**src/rtl/fifo_rd_ptr_empty_if.sv**
```systemverilog
// Read-side port bundle of the async FIFO: consumer request, synchronized write pointer,
// read address/pointer and status. RD_UNDERFLOW_FLAG_EN adds the sticky rd_underflow flag.
interface fifo_rd_ptr_empty_if #(
    parameter int ADDR_WIDTH = 3
);
    logic                  rd_en;
    logic [ADDR_WIDTH:0]   rq2_wptr;
    logic [ADDR_WIDTH-1:0] raddr;
    logic [ADDR_WIDTH:0]   rptr;
    logic                  empty;
    logic                  almost_empty;
    logic [ADDR_WIDTH:0]   rd_level;
`ifdef RD_UNDERFLOW_FLAG_EN
    logic                  rd_underflow;
`endif

`ifdef RD_UNDERFLOW_FLAG_EN
    modport master (
        output rd_en, rq2_wptr,
        input  raddr, rptr, empty, almost_empty, rd_level, rd_underflow
    );
    modport slave (
        input  rd_en, rq2_wptr,
        output raddr, rptr, empty, almost_empty, rd_level, rd_underflow
    );
`else
    modport master (
        output rd_en, rq2_wptr,
        input  raddr, rptr, empty, almost_empty, rd_level
    );
    modport slave (
        input  rd_en, rq2_wptr,
        output raddr, rptr, empty, almost_empty, rd_level
    );
`endif
endinterface

```
**src/rtl/fifo_rd_ptr_empty.sv**
```systemverilog
// Read-domain pointer and status block of the async FIFO (binary/Gray read pointer, empty,
// almost-empty, fill level). Optional macro RD_UNDERFLOW_FLAG_EN adds a sticky underflow flag.
module fifo_rd_ptr_empty #(
    parameter int ADDR_WIDTH      = 3,
    parameter int ALMOST_EMPTY_TH = 1
) (
    input  logic               clk,
    input  logic               rst_n,
    fifo_rd_ptr_empty_if.slave bus
);
    localparam int PW = ADDR_WIDTH + 1;
    localparam logic [PW-1:0] AE_TH  = PW'(ALMOST_EMPTY_TH);
    localparam logic [PW-1:0] PTR_ZERO = '0;

    function automatic logic [PW-1:0] bin2gray(input logic [PW-1:0] b);
        return (b >> 1) ^ b;
    endfunction

    // MSB-down XOR prefix turns the synchronized Gray pointer back into binary
    function automatic logic [PW-1:0] gray2bin(input logic [PW-1:0] g);
        logic [PW-1:0] b;
        b[PW-1] = g[PW-1];
        for (int i = PW - 2; i >= 0; i--) begin
            b[i] = b[i+1] ^ g[i];
        end
        return b;
    endfunction

    logic [PW-1:0] r_rbin;
    logic [PW-1:0] r_rptr;
    logic          r_empty;
    logic          r_almost_empty;
    logic [PW-1:0] r_rd_level;

    logic          w_rd_inc;
    logic [PW-1:0] w_rbin_next;
    logic [PW-1:0] w_rgray_next;
    logic [PW-1:0] w_wbin;
    logic [PW-1:0] w_level_next;
    logic          w_empty_next;
    logic          w_almost_empty_next;

    // Next-state computation: qualified read, next pointers and status
    always_comb begin
        w_rd_inc            = 1'b0;
        w_rbin_next         = r_rbin;
        w_rgray_next        = r_rptr;
        w_wbin              = gray2bin(bus.rq2_wptr);
        w_level_next        = PTR_ZERO;
        w_empty_next        = 1'b1;
        w_almost_empty_next = 1'b1;

        if (bus.rd_en && !r_empty) begin
            w_rd_inc = 1'b1;
        end else begin
            w_rd_inc = 1'b0;
        end

        w_rbin_next  = r_rbin + {{ADDR_WIDTH{1'b0}}, w_rd_inc};
        w_rgray_next = bin2gray(w_rbin_next);
        // Full-width compare: the MSB tells a full wrap apart from empty
        w_empty_next = (w_rgray_next == bus.rq2_wptr);
        w_level_next = w_wbin - w_rbin_next;
        w_almost_empty_next = (w_level_next <= AE_TH);
    end

    // Pointer and status registers
    always_ff @(posedge clk or negedge rst_n) begin
        if (!rst_n) begin
            r_rbin         <= PTR_ZERO;
            r_rptr         <= PTR_ZERO;
            r_empty        <= 1'b1;
            r_almost_empty <= 1'b1;
            r_rd_level     <= PTR_ZERO;
        end else begin
            r_rbin         <= w_rbin_next;
            r_rptr         <= w_rgray_next;
            r_empty        <= w_empty_next;
            r_almost_empty <= w_almost_empty_next;
            r_rd_level     <= w_level_next;
        end
    end

`ifdef RD_UNDERFLOW_FLAG_EN
    logic r_rd_underflow;

    // Sticky flag for a read request seen while empty; only reset clears it
    always_ff @(posedge clk or negedge rst_n) begin
        if (!rst_n) begin
            r_rd_underflow <= 1'b0;
        end else if (bus.rd_en && r_empty) begin
            r_rd_underflow <= 1'b1;
        end else begin
            r_rd_underflow <= r_rd_underflow;
        end
    end

    assign bus.rd_underflow = r_rd_underflow;
`endif

    assign bus.raddr        = r_rbin[ADDR_WIDTH-1:0];
    assign bus.rptr         = r_rptr;
    assign bus.empty        = r_empty;
    assign bus.almost_empty = r_almost_empty;
    assign bus.rd_level     = r_rd_level;

endmodule

```
**src/flat_wrapper.sv**
```systemverilog
// flat-port wrapper written by rule: the top's interface ports become plain ports
module fifo_rd_ptr_empty_flat 
#(
    parameter int ADDR_WIDTH      = 3,
    parameter int ALMOST_EMPTY_TH = 1
)
  (clk, rst_n, bus_rd_en, bus_rq2_wptr, bus_raddr, bus_rptr, bus_empty, bus_almost_empty, bus_rd_level);
  fifo_rd_ptr_empty_if #(.ADDR_WIDTH(ADDR_WIDTH)) bus_i ();
  input  logic clk;
  input  logic rst_n;
  input wire logic [$bits(bus_i.rd_en)-1:0] bus_rd_en;
  input wire logic [$bits(bus_i.rq2_wptr)-1:0] bus_rq2_wptr;
  output wire logic [$bits(bus_i.raddr)-1:0] bus_raddr;
  output wire logic [$bits(bus_i.rptr)-1:0] bus_rptr;
  output wire logic [$bits(bus_i.empty)-1:0] bus_empty;
  output wire logic [$bits(bus_i.almost_empty)-1:0] bus_almost_empty;
  output wire logic [$bits(bus_i.rd_level)-1:0] bus_rd_level;
  assign bus_i.rd_en = bus_rd_en;
  assign bus_i.rq2_wptr = bus_rq2_wptr;
  assign bus_raddr = bus_i.raddr;
  assign bus_rptr = bus_i.rptr;
  assign bus_empty = bus_i.empty;
  assign bus_almost_empty = bus_i.almost_empty;
  assign bus_rd_level = bus_i.rd_level;
  fifo_rd_ptr_empty #(.ADDR_WIDTH(ADDR_WIDTH), .ALMOST_EMPTY_TH(ALMOST_EMPTY_TH)) u_core (.clk(clk), .rst_n(rst_n), .bus(bus_i));
endmodule
```
**config.mk**
```make
export PLATFORM = sky130hd
export DESIGN_NAME = fifo_rd_ptr_empty_flat
export DESIGN_NICKNAME = d
export VERILOG_FILES = /design/src/rtl/fifo_rd_ptr_empty_if.sv /design/src/rtl/fifo_rd_ptr_empty.sv /design/src/flat_wrapper.sv
export SDC_FILE = /design/constraint.sdc
export NUM_CORES = 1
export LEC_CHECK = 0
export BUFFER_PORTS_ARGS = -buffer_cell sky130_fd_sc_hd__buf_2
export CELL_PAD_IN_SITES_DETAIL_PLACEMENT = 1
export CELL_PAD_IN_SITES_GLOBAL_PLACEMENT = 1
export CORE_MARGIN = 10
export CORE_UTILIZATION = 30
export DETAILED_ROUTE_END_ITERATION = 10
export PLACE_DENSITY_LB_ADDON = 0.1
export RECOVER_POWER = 100
export SLEW_MARGIN = 10
export SYNTH_ARGS = -nofsm -noshare
export SYNTH_HDL_FRONTEND = slang
export SYNTH_SLANG_ARGS = --single-unit
```
**constraint.sdc**
```tcl
create_clock -name clk -period 5.75 [get_ports clk]
set_clock_uncertainty 0.2 [all_clocks]
set_input_delay 0.8625 -clock clk [delete_from_list [all_inputs] [get_ports clk]]
set_output_delay 0.8625 -clock clk [all_outputs]
set_load 0.01 [all_outputs]
```
==> impl_metrics.ini, run 1 <==
[drt]
vias = 429
vias_per_cell = 4.21
ant_nets = 0
drtPass1Iterations = 3
remaining_drc_errors = 0
finalWirelength_um = 1380
drt_iter0_markers = 14
drt-wirelength-per-cell_um = 13.5

[cts]
cts_tree = yes
clock_latency_ns = 0.27
cts_setup_buffers = 0
ctsHoldBuffers = 0
ctsLongestPathBuffers = 2
clock-sinks = 13
post_cts_resized = 0
clkSlewWorstSetupHoldPaths_ns = 0.08
cts_root_buf = clkbuf_4
htree_levels = 1
cts_made_buffers = 3

[floorplan]
die_y_um = 67.8
coreArea_mm2 = 0.00219
dieArea_mm2 = 0.00459
io_pins = 20
rows = 17
die_x_um = 67.8
initial_core_util_pct = 31.2

[finish]
fillCellCount = 262
area_growth_pct = 17.0
stdcell_area_um2 = 801
drive_gt1_share_pct = 16.2
antenna_cells = 0
final_util_pct = 36.6
instances_no_fill = 102
fin_nets = 87

[sta]
finalHoldViolations = 0
relSlewSlack_pct = 54.9
worst_pin_slew_ns = 0.676
clock.fmax_mhz = 346
fin_tns_setup_ns = 0
fin_crit_ns = 2.89
timing.final.crit_share_pct = 50.3
setup-violations-final = 0
slew_violations = 0
rsz0062_at_grt = false

[logic_synthesis]
synthArstFlopShare_pct = 100
synth-seq-cells = 13
synth_cells = 52
synth_top_area_cell = dfrtp_1
synth_common_cells = dfrtp_1, xnor2_1, xor2_1
synth_cell_types = 20
ys.flop_type = dfrtp_1
synth.most_common_cell = dfrtp_1
yosysWarningCount = 0
syn_area_per_cell_um2 = 13.2
syn_area_um2 = 684
ys_seq_area_share_pct = 47.9
yosys-top-cells-area = dfrtp_1, xnor2_1, ha_1
synth-edff-count = 0
syn-num-nets = 64
synth_top_area_share_pct = 40.2

[setup_path]
cp-end-kind = register
arrival_ns = 2.89
crit_type = in -> reg
cp_max_fo = 3
worstSetupStartpointType = input port
critPathRequiredTime_ns = 5.75

[global_route]
grt_pass1_wl_um = 2210
grt_util_all_layers_pct = 6.39
first_global_vias = 479
antenna_found_initial = 0
overflow = 0
grt_max_degree = 14

[flow_run]
maxCapViolations = 0

[pwr]
power_leakage_nw = 0.363
finalPower_mw = 0.525
ir_drop_mv = 0.217
powerDensity_mw_per_mm2 = 656

[place]
placed_cells_incl_taps = 98
portBuffers = 19
place.gp.congestion = 0.745
dpl_cell_area_um2 = 811

[run_status]
outcome = completed

[min_path]
hold_class = reg -> reg
## layout by cell type, fill, tap and decap left out
master    instances
mux2i_1           1
xnor2_1           8
nor2b_1           1
clkbuf_4          3
buf_2             5
clkbuf_1         15
nand3_1           1
nor3_1            1
or3b_2            1
dfstp_2           2
o21bai_1          1
xnor3_1           2
dfrtp_1          11
nor3_2            1
o311ai_0          1
xor2_1            6
ha_1              5
a21boi_0          1
inv_1             5
nor2_1            1
and2_1            2
## registers in the layout, summed over array words and instances (netlist names)
name and count:
u_core.r_rbin 4, u_core.bus.rptr 3, u_core.bus.empty 1, u_core.bus.rd_level 4
u_core.bus.almost_empty 1
## per-layer routing
layer / up-vias / track usage [%] / routed length (µm)
met3: 2 / 1.32 / 113
met5: - / 0 / 0
met1: 204 / 7.41 / 619
met2: 12 / 10.2 / 610
li1: 211 / - / -
met4: 0 / 4.62 / 32
## per-stage QoR
step	hold WS [ns]	setup WS, ns
final	0.335	2.86
after global routing	0.392	2.70
after CTS	0.274	2.88
after detailed placement	0.336	2.60
after global placement	0.326	2.65
after floorplan	0.362	2.84
## worst paths after layout
kind | from | end | slack, ns | cells past startpoint
worst max-delay path | bus_rd_en | u_core.bus.almost_empty$_DFF_PN1_ | 2.86 | 10
worst min-delay path | u_core.r_rbin[3]$_DFF_PN0_ | u_core.r_rbin[3]$_DFF_PN0_ | 0.33 | 1
worst max register to register | u_core.bus.empty$_DFF_PN1_ | u_core.bus.almost_empty$_DFF_PN1_ | 3.09 | 9
worst min register to register | u_core.r_rbin[3]$_DFF_PN0_ | u_core.r_rbin[3]$_DFF_PN0_ | 0.33 | 1
max in group asynchronous | rst_n | u_core.bus.rd_level[1]$_DFF_PN0_ | 4.52 | 1
min in group asynchronous | rst_n | u_core.bus.rptr[2]$_DFF_PN0_ | 0.40 | 1
## area by class of cell
class | count | area, µm² | area share (%)
multi-input combinational | 33 | 315 | 39.4
timing repair buffer | 19 | 77.6 | 9.69
tap | 28 | 35.0 | 4.38
clock buffer | 4 | 26.3 | 3.28
sequential | 13 | 328 | 40.9
inverter | 5 | 18.8 | 2.34
## logic make-up (layout without fill, tap and decap cells)
kind of cell | count (synthesis) | in the layout | share of synthesized area, %
flops | 13 | 13 | 47.9
fa+ha+maj | 5 | 5 | 9.14
mux | 1 | 1 | 1.46
simple gates | 8 | 8 | 7.49
compound gates | 3 | 3 | 6.03
xor+xnor | 16 | 16 | 24.7
buf+inv | 6 | 28 | 3.29
## critical path: stages
cell	delay [ns]
buf_2	0.09
nor2b_1	0.12
ha_1	0.21
ha_1	0.23
xnor2_1	0.31
ha_1	0.21
or3b_2	0.44
o311ai_0	0.14
xnor2_1	0.16
nor3_2	0.12
## report_power, final
part           switching, mW  leakage [nW]  internal (mW)
Combinational          0.170         0.199          0.137
Sequential            0.0212         0.149          0.142
Clock                 0.0272        0.0150         0.0268
Total                  0.219         0.363          0.307
Power figures use the tool's default switching activity.
==> run 2: changes to the inputs <==
==> constraint.sdc (replaced) <==
create_clock -name clk -period 2.5 [get_ports clk]
set_clock_uncertainty 0.2 [all_clocks]
set_input_delay 0.375 -clock clk [delete_from_list [all_inputs] [get_ports clk]]
set_output_delay 0.375 -clock clk [all_outputs]
set_load 0.01 [all_outputs]
==> run 2 against run 1 <==
  * Largest cell class is now multi-input gates
  * Cell count up 5.9%
  * Worst hold slack worse by 0.065 ns
  * Via count up 6.1%
  * Count of clock-buffer cells in the layout unchanged
  * Critical endpoint unchanged
  * Sequential power up 130%
  * Die area unchanged
  * Non-clock buffer count up 6
==> impl_metrics.ini, run 2 (synthesized netlist as in run 1, its figures left out) <==
[run_status]
outcome = completed

[floorplan]
initial_core_util_pct = 31.2
dieArea_mm2 = 0.00459
rows = 17
die_y_um = 67.8
io_pins = 20
die_x_um = 67.8
coreArea_mm2 = 0.00219

[finish]
drive_gt1_share_pct = 26.3
fillCellCount = 261
layout_commonest_cell = clkbuf_1
instances_no_fill = 108
antenna_cells = 0
area_growth_pct = 28.7
fin_nets = 93
most-common-layout-cells = clkbuf_1, dfrtp_1, xor2_1, xnor2_1, buf_2

[pwr]
finalPower_mw = 1.36
powerDensity_mw_per_mm2 = 1540
power_leakage_nw = 0.403
ir_drop_mv = 0.596

[sta]
timing.final.crit_share_pct = 96.1
fin_crit_ns = 2.40
relSlewSlack_pct = 53.3
whs_ns = 0.270
setup-violations-final = 0
rsz0062_at_grt = false
worst_pin_slew_ns = 0.701
clock.fmax_mhz = 416
slew_violations = 0
layout_setup_ws_ns = 0.0973
finalHoldViolations = 0

[global_route]
first_global_vias = 526
antenna_found_initial = 0
overflow = 0
grt_pass1_wl_um = 2530
grt_max_degree = 14
grt_util_all_layers_pct = 7.20

[setup_path]
worstSetupStartpointType = register
arrival_ns = 2.39
cp-end-kind = register
crit_type = reg -> reg
critPathRequiredTime_ns = 2.49
cp_max_fo = 2

[drt]
vias = 455
remaining_drc_errors = 0
drt_iter0_markers = 2
ant_nets = 0
finalWirelength_um = 1480
vias_per_cell = 4.21
drtPass1Iterations = 2
drt-wirelength-per-cell_um = 13.7

[place]
place.gp.congestion = 0.700
place_worst_setup_slack_ns = -0.0499
placed_cells_incl_taps = 103
portBuffers = 19
hpwl_um = 1260

[cts]
clock-sinks = 13
clkSlewWorstSetupHoldPaths_ns = 0.08
cts_tree = yes
htree_levels = 1
clock_latency_ns = 0.26
cts_root_buf = clkbuf_4
cts_setup_buffers = 0
cts_made_buffers = 3
ctsLongestPathBuffers = 2

[min_path]
hold_class = in -> reg

[flow_run]
maxCapViolations = 0
run 2: cell type report:
type                       instances  area (µm²)  area share (%)
tap                               28        35.0            3.98
multi-input combinational         33         354            40.2
sequential                        13         328            37.2
clock buffer                       4        26.3            2.98
inverter                           5        18.8            2.13
timing repair buffer              25         119            13.5
run 2: worst max-delay path, stage by stage (launching register included):
cell and delay, ns:
dfstp_2 0.53, nor2b_1 0.05, ha_1 0.20, ha_2 0.20, xnor2_2 0.14, ha_1 0.29
or3b_4 0.39, o311ai_4 0.10, xnor2_2 0.10, nor3_2 0.12
run 2: path summary, 6_finish.rpt:
kind	depth (start not counted)	endpoint	start	slack, ns
worst min-delay path	3	u_core.bus.empty$_DFF_PN1_	bus_rq2_wptr[2]	0.27
worst max-delay path	9	u_core.bus.almost_empty$_DFF_PN1_	u_core.bus.empty$_DFF_PN1_	0.1
worst min register to register	1	u_core.r_rbin[3]$_DFF_PN0_	u_core.r_rbin[3]$_DFF_PN0_	0.34
worst max register to register	9	u_core.bus.almost_empty$_DFF_PN1_	u_core.bus.empty$_DFF_PN1_	0.1
min in group asynchronous	2	u_core.r_rbin[1]$_DFF_PN0_	rst_n	0.46
max in group asynchronous	2	u_core.bus.rd_level[1]$_DFF_PN0_	rst_n	1.19
run 2: routing by layer:
layer | track usage [%] | routed length, µm | vias to the layer above
met1 | 8.75 | 649 | 216
li1 | - | - | 226
met4 | 3.08 | 0 | 0
met2 | 11.2 | 706 | 13
met5 | 0 | 0 | -
met3 | 2.64 | 123 | 0
run 2: per-stage QoR:
step	area (µm²)	utilization [%]	TNS [ns]
2_1_floorplan	694	-	0
3_3_place_gp	858	39.2	-0.0260
3_5_place_dp	858	39.2	-0.0634
4_1_cts	905	41.3	0
5_1_grt	881	40.2	0
6_report	881	40.2	0
run 2: what timing repair did:
item                                   CTS  global route
gates resized for setup                  2             0
cloned                                   0             0
hold buffers                             1             0
pin swaps                                0             1
setup endpoints to repair                2             1
endpoints found under the hold margin   11             0
run 2: where the power goes:
group	internal [mW]	switching, mW
combinational	0.402	0.450
sequential	0.327	0.0538
clock	0.0615	0.0620
==> run 3: changes to the inputs <==
--- a/config.mk
+++ b/config.mk
@@ -8,7 +8,7 @@
 export BUFFER_PORTS_ARGS = -buffer_cell sky130_fd_sc_hd__buf_2
 export CELL_PAD_IN_SITES_DETAIL_PLACEMENT = 1
 export CELL_PAD_IN_SITES_GLOBAL_PLACEMENT = 1
-export CORE_MARGIN = 10
+export CORE_ASPECT_RATIO = 1.2
 export CORE_UTILIZATION = 30
 export DETAILED_ROUTE_END_ITERATION = 10
 export PLACE_DENSITY_LB_ADDON = 0.1
==> run 3 against run 2 <==
  * Via count up 2.0%
  * Final area up 0.99%
  * Flip-flop and latch count unchanged
  * Non-clock buffer count up 1
  * Worst setup slack better by 0.012 ns
  * Worst hold slack worse by 0.014 ns
  * First-iteration DRC count down 50%
  * Combinational power up 1%
==> impl_metrics.ini, run 3 (synthesized netlist as in run 1, its figures left out) <==
[global_route]
grt_util_all_layers_pct = 12.3
antenna_found_initial = 0
first_global_vias = 436
grt_max_degree = 14
grt_pass1_wl_um = 2060
overflow = 0

[floorplan]
coreArea_mm2 = 0.00209
initial_core_util_pct = 32.7
die_y_um = 54.3
dieArea_mm2 = 0.00248
rows = 18
io_pins = 20
die_x_um = 45.6

[setup_path]
crit_end = u_core.bus.almost_empty$_DFF_PN1_
critPathRequiredTime_ns = 2.49
crit_type = reg -> reg
cp-end-kind = register
r2r_end = u_core.bus.almost_empty$_DFF_PN1_
arrival_ns = 2.38
ff2ff_setup_slack_ns = 0.11
worstSetupStartpointType = register
r2r.worst_path.cells = 9
cp_max_fo = 2
reg2reg_from = u_core.bus.empty$_DFF_PN1_
cp-startpoint = u_core.bus.empty$_DFF_PN1_

[pwr]
power.internal_mw = 0.803
comb_power_share_pct = 63.2
power_frac_seq_pct = 27.7
sw_frac_of_total_pct = 41.2
clockPowerShare_pct = 9.1
ir_drop_mv = 0.474
power_switching_mw = 0.564
powerDensity_mw_per_mm2 = 1540
power_leakage_nw = 0.403

[sta]
timing.final.crit_share_pct = 95.6
worst_pin_slew_ns = 0.690
finalHoldViolations = 0
relSlewSlack_pct = 54.0
clock.fmax_mhz = 418
slew_violations = 0
whs_ns = 0.256
setup-violations-final = 0
rsz0062_at_grt = false
layout_setup_ws_ns = 0.109
fin_crit_ns = 2.39

[place]
hpwl_um = 1110
place.gp.congestion = 0.682
portBuffers = 19
place_worst_setup_slack_ns = -0.0522

[cts]
cts_root_buf = clkbuf_4
ctsLongestPathBuffers = 2
cts_made_buffers = 3
htree_levels = 1
cts_tree = yes
clkSlewWorstSetupHoldPaths_ns = 0.08
clock_latency_ns = 0.27
clock-sinks = 13

[drt]
finalWirelength_um = 1330
drtPass1Iterations = 2
drt_iter0_markers = 1
ant_nets = 0
vias_per_cell = 4.18
vias = 464
drt-wirelength-per-cell_um = 12.0
remaining_drc_errors = 0

[finish]
drive_gt1_share_pct = 25.9
layout_commonest_cell = clkbuf_1
most-common-layout-cells = clkbuf_1, dfrtp_1, xor2_1, xnor2_1
fin_nets = 94
antenna_cells = 0
area_growth_pct = 30.0

[run_status]
outcome = completed

[min_path]
hold_class = in -> reg
worstHoldStart = bus_rq2_wptr[2]

[flow_run]
maxCapViolations = 0
-- run 3: changes by cell type in the layout (fill, tap and decap cells not counted), sizes merged --
cell and delta:
buf -1, clkbuf +2
-- run 3: per-layer routing --
layer | global-route usage, % | part of all wire, % | vias up
met5 | 0 | 0 | -
met4 | 10.6 | 2.3 | 0
met3 | 1.32 | 5.1 | 2
met2 | 18.1 | 46 | 15
met1 | 15.7 | 46 | 218
li1 | - | - | 229
-- run 3: per-stage QoR --
stage               util (%)  power (mW)  cells  TNS [ns]  instance area, µm²
floorplan                  -       0.974     52         0                 694
global placement        41.5        1.25    106   -0.0295                 868
detailed placement      41.5        1.27    106   -0.0681                 868
CTS                     43.7        1.44    111         0                 915
global route            42.5        1.49    111         0                 890
finish                  42.5        1.37    111         0                 890
-- run 3: what timing repair did --
item	4_1_cts	5_1_grt
buffers inserted	0	0
hold buffers	1	0
hold endpoints to repair	11	0
setup endpoints to repair	2	0
resized for setup	2	0
-- run 3: cell type report --
cell class,count,area [µm²]
Sequential cell,13,328
Inverter,5,18.8
Tap cell,30,37.5
Fill cell,254,1200
Clock buffer,4,26.3
Multi-Input combinational cell,33,354
Timing Repair Buffer,26,125
-- run 3: how the worst min path moves through the flow --
| stage | end | slack (ns) | cells after the start |
|---|---|---|---|
| final | u_core.bus.empty$_DFF_PN1_ | 0.26 | 3 |
| after global placement | u_core.bus.rptr[0]$_DFF_PN0_ | 0.07 | 1 |
| after global routing | u_core.bus.empty$_DFF_PN1_ | 0.30 | 3 |
| after detailed placement | u_core.bus.rd_level[2]$_DFF_PN0_ | 0.08 | 1 |
| after floorplan | u_core.bus.rd_level[0]$_DFF_PN0_ | -0.12 | 0 |
| after CTS | u_core.bus.empty$_DFF_PN1_ | 0.25 | 3 |
-- run 3: power groups by stage --
stage          sequential, mW  clock (mW)  combinational (mW)
3_5_place_dp            0.382           0               0.884
4_1_cts                 0.377       0.134               0.927
5_1_grt                 0.392       0.140               0.960
2_1_floorplan           0.433           0               0.541
6_report                0.378       0.125               0.864
3_3_place_gp            0.377           0               0.869
-- run 3: worst max-delay path: stages, from the launching register on --
cell	delay [ns]
dfstp_2	0.53
nor2b_1	0.04
ha_1	0.20
ha_2	0.20
xnor2_2	0.15
ha_1	0.29
or3b_4	0.38
o311ai_4	0.10
xnor2_2	0.16
nor3_2	0.05
